[src/rtl/input_buffer_pkg.sv]
// Shared types and default geometry for the input buffer and its flip-flop RAM.
package input_buffer_pkg;

    localparam int unsigned IBUF_DATA_WIDTH   = 16;
    localparam int unsigned IBUF_ADDR_WIDTH   = 3;
    localparam int unsigned IBUF_DEPTH        = 5;
    localparam int unsigned IBUF_AFULL_THRESH = 4;

    typedef enum logic [1:0] {
        IBUF_EMPTY   = 2'd0,
        IBUF_PARTIAL = 2'd1,
        IBUF_FULL    = 2'd2
    } ibuf_state_t;

endpackage

[src/rtl/ptr_wrap_inc.sv]
// Pointer incrementer that wraps from DEPTH-1 back to 0 (DEPTH need not be a power of two).
// Ports:
//   ptr      - current pointer value
//   en       - advance the pointer by one
//   ptr_next - next pointer value (ptr when en=0)
module ptr_wrap_inc #(
    parameter int unsigned ADDR_WIDTH = 3,
    parameter int unsigned DEPTH      = 5
) (
    input  logic [ADDR_WIDTH-1:0] ptr,
    input  logic                  en,
    output logic [ADDR_WIDTH-1:0] ptr_next
);

    always_comb begin
        ptr_next = ptr;
        if (en) begin
            if (ptr == ADDR_WIDTH'(DEPTH - 1)) begin
                ptr_next = '0;
            end else begin
                ptr_next = ptr + ADDR_WIDTH'(1);
            end
        end
    end

endmodule

[src/rtl/input_buffer_ctrl.sv]
// FIFO sequencer for the input-buffer flip-flop RAM: owns the pointers, occupancy
// and EMPTY/PARTIAL/FULL state, drives the RAM ports and the push/pop handshakes.
// Optional feature macro: INPUT_BUFFER_CTRL_ALMOST_FULL_EN (almost_full_o from count).
// Ports:
//   clk, reset                          - clock (rising edge), async active-low reset
//   in_valid_i/in_data_i/in_ready_o     - upstream push handshake
//   out_valid_o/out_data_o/out_ready_i  - downstream pop handshake (data = RAM read data)
//   ram_waddr_o/ram_wenable_o/ram_wdata_o - RAM write port
//   ram_raddr_o/ram_rdata_i             - RAM combinational read port
//   count_o, full_o, empty_o, almost_full_o - status
module input_buffer_ctrl
    import input_buffer_pkg::*;
#(
    parameter int unsigned DATA_WIDTH   = IBUF_DATA_WIDTH,
    parameter int unsigned ADDR_WIDTH   = IBUF_ADDR_WIDTH,
    parameter int unsigned DEPTH        = IBUF_DEPTH,
    parameter int unsigned AFULL_THRESH = IBUF_AFULL_THRESH
) (
    input  logic                          clk,
    input  logic                          reset,
    input  logic                          in_valid_i,
    input  logic [DATA_WIDTH-1:0]         in_data_i,
    output logic                          in_ready_o,
    output logic                          out_valid_o,
    output logic [DATA_WIDTH-1:0]         out_data_o,
    input  logic                          out_ready_i,
    output logic [ADDR_WIDTH-1:0]         ram_waddr_o,
    output logic                          ram_wenable_o,
    output logic [DATA_WIDTH-1:0]         ram_wdata_o,
    output logic [ADDR_WIDTH-1:0]         ram_raddr_o,
    input  logic [DATA_WIDTH-1:0]         ram_rdata_i,
    output logic [$clog2(DEPTH+1)-1:0]    count_o,
    output logic                          full_o,
    output logic                          empty_o,
    output logic                          almost_full_o
);

    localparam int unsigned CW = $clog2(DEPTH + 1);

    ibuf_state_t           state_q, state_d;
    logic [ADDR_WIDTH-1:0] wr_ptr_q, wr_ptr_d;
    logic [ADDR_WIDTH-1:0] rd_ptr_q, rd_ptr_d;
    logic [CW-1:0]         count_q, count_d;
    logic                  push;
    logic                  pop;

    // Handshakes depend only on registered state (and reset), never on the opposite side.
    assign in_ready_o  = reset & (state_q != IBUF_FULL);
    assign out_valid_o = (state_q != IBUF_EMPTY);
    assign push        = in_valid_i & in_ready_o;
    assign pop         = out_valid_o & out_ready_i;

    // RAM ports: write happens on the same edge that advances wr_ptr; read is combinational.
    assign ram_waddr_o   = wr_ptr_q;
    assign ram_wenable_o = push;
    assign ram_wdata_o   = in_data_i;
    assign ram_raddr_o   = rd_ptr_q;
    assign out_data_o    = ram_rdata_i;

    assign count_o = count_q;
    assign full_o  = (state_q == IBUF_FULL);
    assign empty_o = (state_q == IBUF_EMPTY);

    ptr_wrap_inc #(.ADDR_WIDTH(ADDR_WIDTH), .DEPTH(DEPTH)) u_wr_inc (
        .ptr      (wr_ptr_q),
        .en       (push),
        .ptr_next (wr_ptr_d)
    );

    ptr_wrap_inc #(.ADDR_WIDTH(ADDR_WIDTH), .DEPTH(DEPTH)) u_rd_inc (
        .ptr      (rd_ptr_q),
        .en       (pop),
        .ptr_next (rd_ptr_d)
    );

    // Occupancy: simultaneous push and pop leaves it unchanged.
    always_comb begin
        count_d = count_q;
        case ({push, pop})
            2'b10:   count_d = count_q + CW'(1);
            2'b01:   count_d = count_q - CW'(1);
            default: count_d = count_q;
        endcase
    end

    // Next-state logic; DEPTH==1 jumps straight between EMPTY and FULL.
    always_comb begin
        state_d = state_q;
        case (state_q)
            IBUF_EMPTY: begin
                if (push) begin
                    state_d = (DEPTH == 1) ? IBUF_FULL : IBUF_PARTIAL;
                end
            end
            IBUF_PARTIAL: begin
                if (push && !pop && (count_q == CW'(DEPTH - 1))) begin
                    state_d = IBUF_FULL;
                end else if (pop && !push && (count_q == CW'(1))) begin
                    state_d = IBUF_EMPTY;
                end
            end
            IBUF_FULL: begin
                if (pop) begin
                    state_d = (DEPTH == 1) ? IBUF_EMPTY : IBUF_PARTIAL;
                end
            end
            default: state_d = IBUF_EMPTY;
        endcase
    end

    // State, pointer and count registers.
    always_ff @(posedge clk or negedge reset) begin
        if (!reset) begin
            state_q  <= IBUF_EMPTY;
            wr_ptr_q <= '0;
            rd_ptr_q <= '0;
            count_q  <= '0;
        end else begin
            state_q  <= state_d;
            wr_ptr_q <= wr_ptr_d;
            rd_ptr_q <= rd_ptr_d;
            count_q  <= count_d;
        end
    end

`ifdef INPUT_BUFFER_CTRL_ALMOST_FULL_EN
    // Count is cleared in reset, so this is 0 in reset for any nonzero threshold.
    assign almost_full_o = (count_q >= CW'(AFULL_THRESH));
`else
    logic unused_afull_thresh;
    assign unused_afull_thresh = ^CW'(AFULL_THRESH);
    assign almost_full_o       = 1'b0;
`endif

endmodule

[config.mk]
export PLATFORM = sky130hd
export DESIGN_NAME = input_buffer_ctrl
export DESIGN_NICKNAME = d
export VERILOG_FILES = /design/src/rtl/input_buffer_pkg.sv /design/src/rtl/ptr_wrap_inc.sv /design/src/rtl/input_buffer_ctrl.sv
export SDC_FILE = /design/constraint.sdc
export NUM_CORES = 1
export LEC_CHECK = 0
export ABC_AREA = 1
export CELL_PAD_IN_SITES_DETAIL_PLACEMENT = 0
export CELL_PAD_IN_SITES_GLOBAL_PLACEMENT = 1
export CORE_MARGIN = 5
export CORE_UTILIZATION = 43
export DETAILED_ROUTE_END_ITERATION = 16
export DONT_BUFFER_PORTS = 1
export PLACE_DENSITY = 0.78
export SLEW_MARGIN = 20
export SYNTH_ARGS = -nofsm -noshare
export SYNTH_HDL_FRONTEND = slang
export SYNTH_SLANG_ARGS = --single-unit
[constraint.sdc]
create_clock -name clk -period 4.24 [get_ports clk]
set_input_delay 0.424 -clock clk [delete_from_list [all_inputs] [get_ports clk]]
set_output_delay 0.424 -clock clk [all_outputs]
set_load 0.01 [all_outputs]
==> Yosys cells after proc, flatten, opt, wreduce, memory -nomap -nowiden <==
Cells that the tools add are included.
{ "totals": {"inputBits": 36, "reg_bits": 11, "elab_cells": 41} }
{ "op_classes": {"n_eq_ne": 12, "add_sub_neg": 4, "mux": 8, "reduce_logical": 10, "bitwise": 3} }
{ "ops": {"columns": ["cell", "count"], "rows": [
  ["3-bit by 1-bit adder with 3-bit output (second input constant)", 3],
  ["3-bit equality test (second input constant)", 3],
  ["2-bit two-way mux", 4],
  ["3-bit two-way mux", 2],
  ["2-bit one-hot mux with 3 select lines", 1],
  ["3-bit one-hot mux with 2 select lines", 1],
  ["2-bit by 1-bit equality test with 1-bit output (second input constant)", 2],
  ["2-bit equality test (second input constant)", 2],
  ["1-bit logical AND", 4],
  ["2-bit by 1-bit inequality test with 1-bit output (second input constant)", 2],
  ["2-bit nonzero test", 2],
  ["1-bit AND", 3],
  ["3-bit by 1-bit equality test with 1-bit output (second input constant)", 1],
  ["3-bit inequality test (second input constant)", 1],
  ["3-bit AND reduction", 1],
  ["3-bit by 1-bit subtractor with 3-bit output (second input constant)", 1],
  ["1-bit logical NOT", 2],
  ["2-bit logical NOT", 1],
  ["2-bit inequality test (second input constant)", 1]
]} }

==> Longest topological paths before layout <==
Gate-level depths: netlist of the first run.
{ "depth": {"ltp_word": 9, "mapped_depth": 10, "mapped_depth_nobuf": 10} }

==> Modules after synthesis <==
A second synthesis of the first run with hierarchy kept.
{ "unflattened": {"cells_unflattened": 119, "hier_area_um2": 938.4} }
{ "modules_own_cells": {"columns": ["module", "seq_area_each_um2", "area_each_um2", "cells_per_inst", "instances"], "rows": [
  ["input_buffer_ctrl", 275.3, 778.2, 89, 1],
  ["ptr_wrap_inc", 0.0, 80.1, 15, 2]
]} }

==> Worst setup path after synthesis of the first run <==
No wires, ideal clock.
{ "synth_path": {"path_kind": "register to register", "start": "reg state_q[1]", "end": "reg count_q[2], in the netlist count_o[2]", "setup_ps": 118, "t_arrival_ps": 1454, "synth_period_minus_slack_ps": 1572, "path_slack_ps": 2668, "required_ps": 4122, "path_buffers": 0, "stages_incl_launch_ff": 10, "cell_sequence": "dfrtp_1 > nor2_2 > inv_2 > nand2_4 > inv_4 > ha_1 > nor2_1 > nand2_1 > xor2_1 > inv_1"} }
{ "synth_via": {"elab_cells_between_ends": 9, "cone_classes": "3 x eq/ne; 1 x mux; 3 x bitwise; 2 x reduce/logical"} }
{ "synth_lines": {"columns": ["item", "line_no", "rtl"], "rows": [
  ["start: declaration", "input_buffer_ctrl.sv:40", "ibuf_state_t state_q, state_d;"],
  ["start signal: assignment", "input_buffer_ctrl.sv:119", "state_q <= state_d;"],
  ["2-bit nonzero test *", "input_buffer_ctrl.sv:49", "assign out_valid_o = (state_q != IBUF_EMPTY);"],
  ["net out_valid_o", "input_buffer_ctrl.sv:24", "output logic out_valid_o,"],
  ["1-bit AND *", "input_buffer_ctrl.sv:51", "assign pop = out_valid_o & out_ready_i;"],
  ["net pop", "input_buffer_ctrl.sv:45", "logic pop;"],
  ["2-bit by 1-bit equality test with 1-bit output / 2-bit equality test (equally long branches)", "input_buffer_ctrl.sv:79", "case ({push, pop})"],
  ["3-bit one-hot mux with 2 select lines / 2-bit nonzero test (equally long branches)", null, null],
  ["end signal: assignment", "input_buffer_ctrl.sv:122", "count_q <= count_d;"],
  ["end: declaration", "input_buffer_ctrl.sv:43", "logic [CW-1:0] count_q, count_d;"]
]} }
The timed path passes the listed nets; every way through them passes the cells marked *.
A chain may end at the register's enable or synchronous reset.

==> Final worst setup path of the first run <==
Same ends and word-level chain as after synthesis.

==> results of run 1 <==
-- worst register-to-register path, stage by stage (launching register included) --
cell and delay, ns:
dfrtp_1 0.42, nor2_2 0.21, inv_2 0.11, nand2_4 0.10, inv_4 0.05, ha_1 0.33
nor2_1 0.12, nand2_1 0.06, xor2_1 0.12, inv_1 0.05
-- per-stage QoR --
stage | util | power, W
final | 0.357 | 0.000516
after floorplan | - | 0.000431
after detailed placement | 0.340 | 0.000448
after global placement | 0.340 | 0.000441
after CTS | 0.357 | 0.000525
after global routing | 0.357 | 0.000574
-- cell type report --
| cell class | instances | area (um2) |
|---|---|---|
| timing repair buffer | 1 | 10.0 |
| multi-input combinational | 52 | 359 |
| tap | 28 | 35.0 |
| fill | 239 | 1400 |
| sequential | 11 | 275 |
| clock buffer | 4 | 26.3 |
| inverter | 17 | 68.8 |
-- metal layers --
metal	share of wire	routed length, um	vias to the layer above
met5	0	0	-
met2	0.46	681	34
met3	0.12	182	12
li1	-	-	256
met1	0.39	575	236
met4	0.036	53	0
-- cell families after synthesis --
| logic type | after synthesis | synth area share |
|---|---|---|
| xor+xnor | 3 | 0.0276 |
| simple gates | 29 | 0.153 |
| flops | 11 | 0.289 |
| other cells | 1 | 0.00394 |
| buf+inv | 50 | 0.333 |
| compound gates | 9 | 0.0618 |
| fa+ha+maj | 10 | 0.132 |
-- registers in the layout (all words and copies together) (netlist names) --
name and cells:
ram_waddr_o 3, state_q 2, count_o 3, ram_raddr_o 3
-- report_power, final --
group / switching (W) / internal, W / total [W]
Combinational: 0.000130 / 0.0000889 / 0.000219
Sequential: 0.0000743 / 0.000152 / 0.000226
Clock: 0.0000352 / 0.0000364 / 0.0000716
-- timing repair --
item / 4_1_cts / 5_1_grt
gates resized for setup: 0 / 0
setup buffers: 0 / 0
hold endpoints to repair: 11 / 0
hold buffers: 1 / 0
-- worst max path at each step --
| stage | from | to | slack [ns] | depth (start not counted) |
|---|---|---|---|---|
| 6_report | state_q[1] | count_o[2] | 2.57 | 9 |
| 5_1_grt | state_q[1] | count_o[2] | 2.44 | 9 |
| 4_1_cts | state_q[1] | count_o[2] | 2.56 | 9 |
| 3_5_place_dp | state_q[1] | count_o[2] | 2.58 | 9 |
| 3_3_place_gp | state_q[1] | count_o[2] | 2.60 | 9 |
| 2_1_floorplan | state_q[1] | count_o[2] | 2.67 | 9 |
-- cells in the final DEF, fill, tap and decap left out, drive strengths merged --
cell type / count
inv: 17
nand2: 13
dfrtp: 11
ha: 10
nor2: 8
nand3: 7
o21ai: 7
clkbuf: 4
xnor2: 2
o31ai: 2
xor2: 1
nand4: 1
conb: 1
dlygate4sd3: 1
==> flow_metrics.tcl, run 1 <==
set metrics [dict create \
    synth_area_leaders "dfrtp_1 29%, buf_4 26%, ha_1 13%" \
    async_flop_share 1.00 \
    yosysTopAreaCell "dfrtp_1" \
    gp_congestion 0.745 \
    finalSetupViolations 0 \
    r2r_cells 9 \
    clkLatencyLatePin_ns 0.27 \
    place_area_um2 738 \
    hpwlAfterDp_um 1170 \
    slew_violations 0 \
    clock_skew_ns 0.00677 \
    synth.cell_area_um2 951 \
    dominantRegCellSynth "dfrtp_1" \
    hp-class "input port to register" \
    globalRouteMet2Util 0.145 \
    r2r_start "state_q[1]" \
    avgRoutedWirePerCell_um 13.2 \
    cts_root_buf "clkbuf_4" \
    required_ns 4.40 \
    worst_hold_path.endpoint "ram_raddr_o[2]" \
    min_path_cells 2 \
    synth.net_count 159 \
    cts_inserted_buffers 3 \
    end_kind "register" \
    synth_warnings 0 \
    fin_area_um2 774 \
    worst-path-buf-inv 3 \
    hold_viol 0 \
    dieHeight_um 57.0 \
    hp-start "out_ready_i" \
    io_pins 83 \
    clk_pin_slew_ns 0.07 \
    yosysMostFrequentCell "buf_4" \
    tightest_slew_ns 0.498 \
    use_met3 0.0430 \
    synth_common_cells "33 x buf_4, 12 x inv_1, 11 x dfrtp_1, 11 x nand2_1, 10 x ha_1" \
    min_period_over_period 0.393 \
    timing_worst_setup_path_type "register to register" \
    rsz0062_at_grt "no" \
    grt_max_degree 12 \
    relSlewSlack 0.667 \
    cp_cell_sequence "nor2_2 -> inv_2 -> nand2_4 -> inv_4 -> ha_1 -> nor2_1 -> nand2_1 -> xor2_1 -> inv_1" \
    status "completed" \
    wirelength_um 1490 \
    cp-start-kind "register" \
    area_growth_pct -18.6 \
    die_x_um 57.0 \
    drt_iter0_markers 15 \
    avgSynthCellArea_um2 8.42 \
    drt_first_pass_iters 4 \
    irDropWorstVdd_mv 0.207 \
    maxCapViolations 0 \
    arrival_ns 1.82 \
    synth_seq_cells 11 \
    p_per_area_mw_per_mm2 666 \
    fin_nets 132 \
    setup_ws_ns 2.57 \
    critPathMaxStageDelay_ns 0.42 \
    htree_levels 1 \
    cts_sinks 11 \
    use_met1 0.101 \
    fp-row-count 17 \
    regToRegSetupSlack_ns 2.57 \
    critical-path-slowest-cell "dfrtp_1" \
    io_buffer_count 0 \
    cp_top_family "simple AND/OR/NAND/NOR gates" \
    cts_tree "built" \
    grt-ovfl-total 0 \
    grt_pass1_wl_um 2450 \
    ant_nets 0 \
    setup-tns-final_ns 0 \
    path_max_fanout 5 \
    grt_busiest_layer "met2" \
    r2r_end "count_o[2]" \
    viasPerCell 4.76 \
    grt_pass1_vias 541 \
    yosys.cell_types.count 21 \
    p_leak_nw 0.396 \
    ys_seq_area_frac 0.289 \
    antenna_found_initial 0 \
    synth-edff-count 0 \
    dieArea_mm2 0.00325 \
    final_layout_size_suffix_gt1_frac 0.165 \
    place_inst 108 \
    fin_crit_ns 1.67 \
    via_count 538 \
    yosys.area.top_type_share 0.289 \
    fmax_ghz 0.600 \
    num_antenna_cells 0 \
    remaining_drc_errors 0 \
    whs_ns 0.326 \
    grt_use_total 0.0961 \
    clk_path_buf_depth 2 \
    post-place-ws_ns 2.58 \
    synthCells 113 \
    core_area_mm2 0.00217 \
    start_util 0.438 \
    final_cells 113 \
]
Note: power is estimated with default switching activity, not from simulation.
==> inputs of run 2 (changes only) <==
--- a/config.mk
+++ b/config.mk
@@ -9,10 +9,10 @@
 export CELL_PAD_IN_SITES_DETAIL_PLACEMENT = 0
 export CELL_PAD_IN_SITES_GLOBAL_PLACEMENT = 1
 export CORE_MARGIN = 5
-export CORE_UTILIZATION = 43
+export CORE_UTILIZATION = 40
 export DETAILED_ROUTE_END_ITERATION = 16
 export DONT_BUFFER_PORTS = 1
-export PLACE_DENSITY = 0.78
+export PLACE_DENSITY = 0.73
 export SLEW_MARGIN = 20
 export SYNTH_ARGS = -nofsm -noshare
 export SYNTH_HDL_FRONTEND = slang
==> constraint.sdc (replaced) <==
create_clock -name clk -period 1.7 [get_ports clk]
set_input_delay 0.17 -clock clk [delete_from_list [all_inputs] [get_ports clk]]
set_output_delay 0.17 -clock clk [all_outputs]
set_load 0.01 [all_outputs]
==> flow_metrics.tcl, run 2 (synthesis results as in run 1) <==
set metrics [dict create \
    final_layout_size_suffix_gt1_frac 0.186 \
    end_kind "register" \
    remaining_drc_errors 0 \
    dieArea_mm2 0.00345 \
    min_period_over_period 0.892 \
    hp-class "input port to register" \
    wirelength_um 1710 \
    p_leak_nw 0.402 \
    cts_root_buf "clkbuf_4" \
    switching_share 0.460 \
    start_util 0.426 \
    combPwrFrac 0.441 \
    grt_pass1_vias 536 \
    irDropWorstVdd_mv 0.442 \
    drt_iter0_markers 7 \
    critical-path-slowest-cell "dfrtp_1" \
    dieHeight_um 58.8 \
    htree_levels 1 \
    p_per_area_mw_per_mm2 1670 \
    viasPerCell 4.83 \
    multi_input_area_um2 372 \
    maxCapViolations 0 \
    cts_tree "built" \
    critPathMaxStageDelay_ns 0.43 \
    grt_pass1_wl_um 2640 \
    fin_nets 133 \
    status "completed" \
    io_buffer_count 0 \
    final_cell_mix "12 x inv_1, 11 x nand2_1, 11 x dfrtp_1" \
    power_switching_w 0.000611 \
    fmax_ghz 0.660 \
    cts_setup_buffers 0 \
    arrival_ns 1.68 \
    cp-start-kind "register" \
    path_max_fanout 5 \
    grt_use_total 0.101 \
    fp-row-count 17 \
    avgRoutedWirePerCell_um 15.0 \
    p_clk_frac 0.135 \
    p_seq_frac 0.425 \
    area_growth_pct -16.4 \
    clk_pin_slew_ns 0.07 \
    ant_nets 0 \
    regArea_um2 275 \
    cts_inserted_buffers 3 \
    final_cells 114 \
    via_count 551 \
    grt-ovfl-total 0 \
    fin_util 0.356 \
    clock_skew_ns 0.00359 \
    place_inst 109 \
    p_int_w 0.000717 \
    rsz0062_at_grt "no" \
    io_pins 83 \
    required_ns 1.86 \
    timing_worst_setup_path_type "register to register" \
    die_x_um 58.8 \
    cp_cell_sequence "nor2_2 -> inv_2 -> nand2_4 -> inv_4 -> ha_4 -> nor2_1 -> nand2_1 -> xor2_1 -> inv_1" \
    tightest_slew_ns 0.498 \
    num_antenna_cells 0 \
    finalSetupViolations 0 \
    hold_viol 0 \
    antenna_found_initial 0 \
    hpwlAfterDp_um 1360 \
    gp_congestion 0.789 \
    final_common_cell "inv_1" \
    fin_crit_ns 1.52 \
    fill_cells 246 \
    drt_first_pass_iters 2 \
    core_area_mm2 0.00223 \
    setup-tns-final_ns 0 \
    grt_max_degree 12 \
    slew_violations 0 \
    whs_ns 0.0720 \
    clkLatencyLatePin_ns 0.27 \
    clk_path_buf_depth 2 \
    relSlewSlack 0.667 \
    cts_sinks 11 \
]
-- run 2: changes by cell type in the layout (fill, tap and decap cells not counted) --
| cell | delta |
|---|---|
| buf_4 | +1 |
| ha_1 | -1 |
| ha_4 | +1 |
-- run 2: worst paths after layout --
kind / startpoint / end / slack, ns / cells after the start
max in group asynchronous: reset / count_o[1] / 1.06 / 1
min in group asynchronous: reset / ram_raddr_o[2] / 0.30 / 1
max reg2reg: state_q[1] / count_o[2] / 0.18 / 9
min: out_ready_i / ram_raddr_o[2] / 0.07 / 2
min reg2reg: state_q[1] / state_q[1] / 0.57 / 1
max: state_q[1] / count_o[2] / 0.18 / 9
-- run 2: through the flow --
step / setup WS [ns] / instance area [um2] / total power [W]
2_1_floorplan: 0.128 / 951 / 0.00107
3_3_place_gp: 0.182 / 746 / 0.00112
3_5_place_dp: 0.105 / 746 / 0.00115
4_1_cts: 0.0924 / 782 / 0.00134
5_1_grt: 0.0624 / 795 / 0.00148
6_report: 0.184 / 795 / 0.00133
-- run 2: final cells by class --
type                            count  share of cell area
Timing Repair Buffer                2              0.0220
Inverter                           17              0.0866
Tap cell                           28              0.0441
Clock buffer                        4              0.0331
Multi-Input combinational cell     52               0.468
Sequential cell                    11               0.346
-- run 2: power by group through the flow --
stage / clock network (W) / logic (W) / registers [W]
after CTS: 0.000188 / 0.000583 / 0.000571
after global placement: 0 / 0.000552 / 0.000569
after detailed placement: 0 / 0.000569 / 0.000576
final: 0.000179 / 0.000585 / 0.000564
after floorplan: 0 / 0.000543 / 0.000531
after global routing: 0.000207 / 0.000683 / 0.000589
-- run 2: worst max-delay path, delay by kind of cell, from the launching register on --
| kind | cells | cell delay, ns |
|---|---|---|
| adder cells (fa/ha/maj) | 1 | 0.28 |
| XOR/XNOR | 1 | 0.14 |
| AND/OR/NAND/NOR | 4 | 0.36 |
| buffers and inverters | 3 | 0.18 |
| flip-flops | 1 | 0.43 |
-- run 2: per-layer routing --
metal | vias to the layer above | global-route usage | part of all wire
met3 | 20 | 0.0526 | 0.14
met2 | 33 | 0.150 | 0.48
met4 | 0 | 0.100 | 0.059
met5 | - | 0 | 0
met1 | 240 | 0.0992 | 0.32
li1 | 258 | - | -
-- run 2: repair_timing --
item / in CTS / in global routing
hold buffers: 1 / 0
setup endpoints to repair: 0 / 1
resized for setup: 0 / 1
hold endpoints to repair: 11 / 0
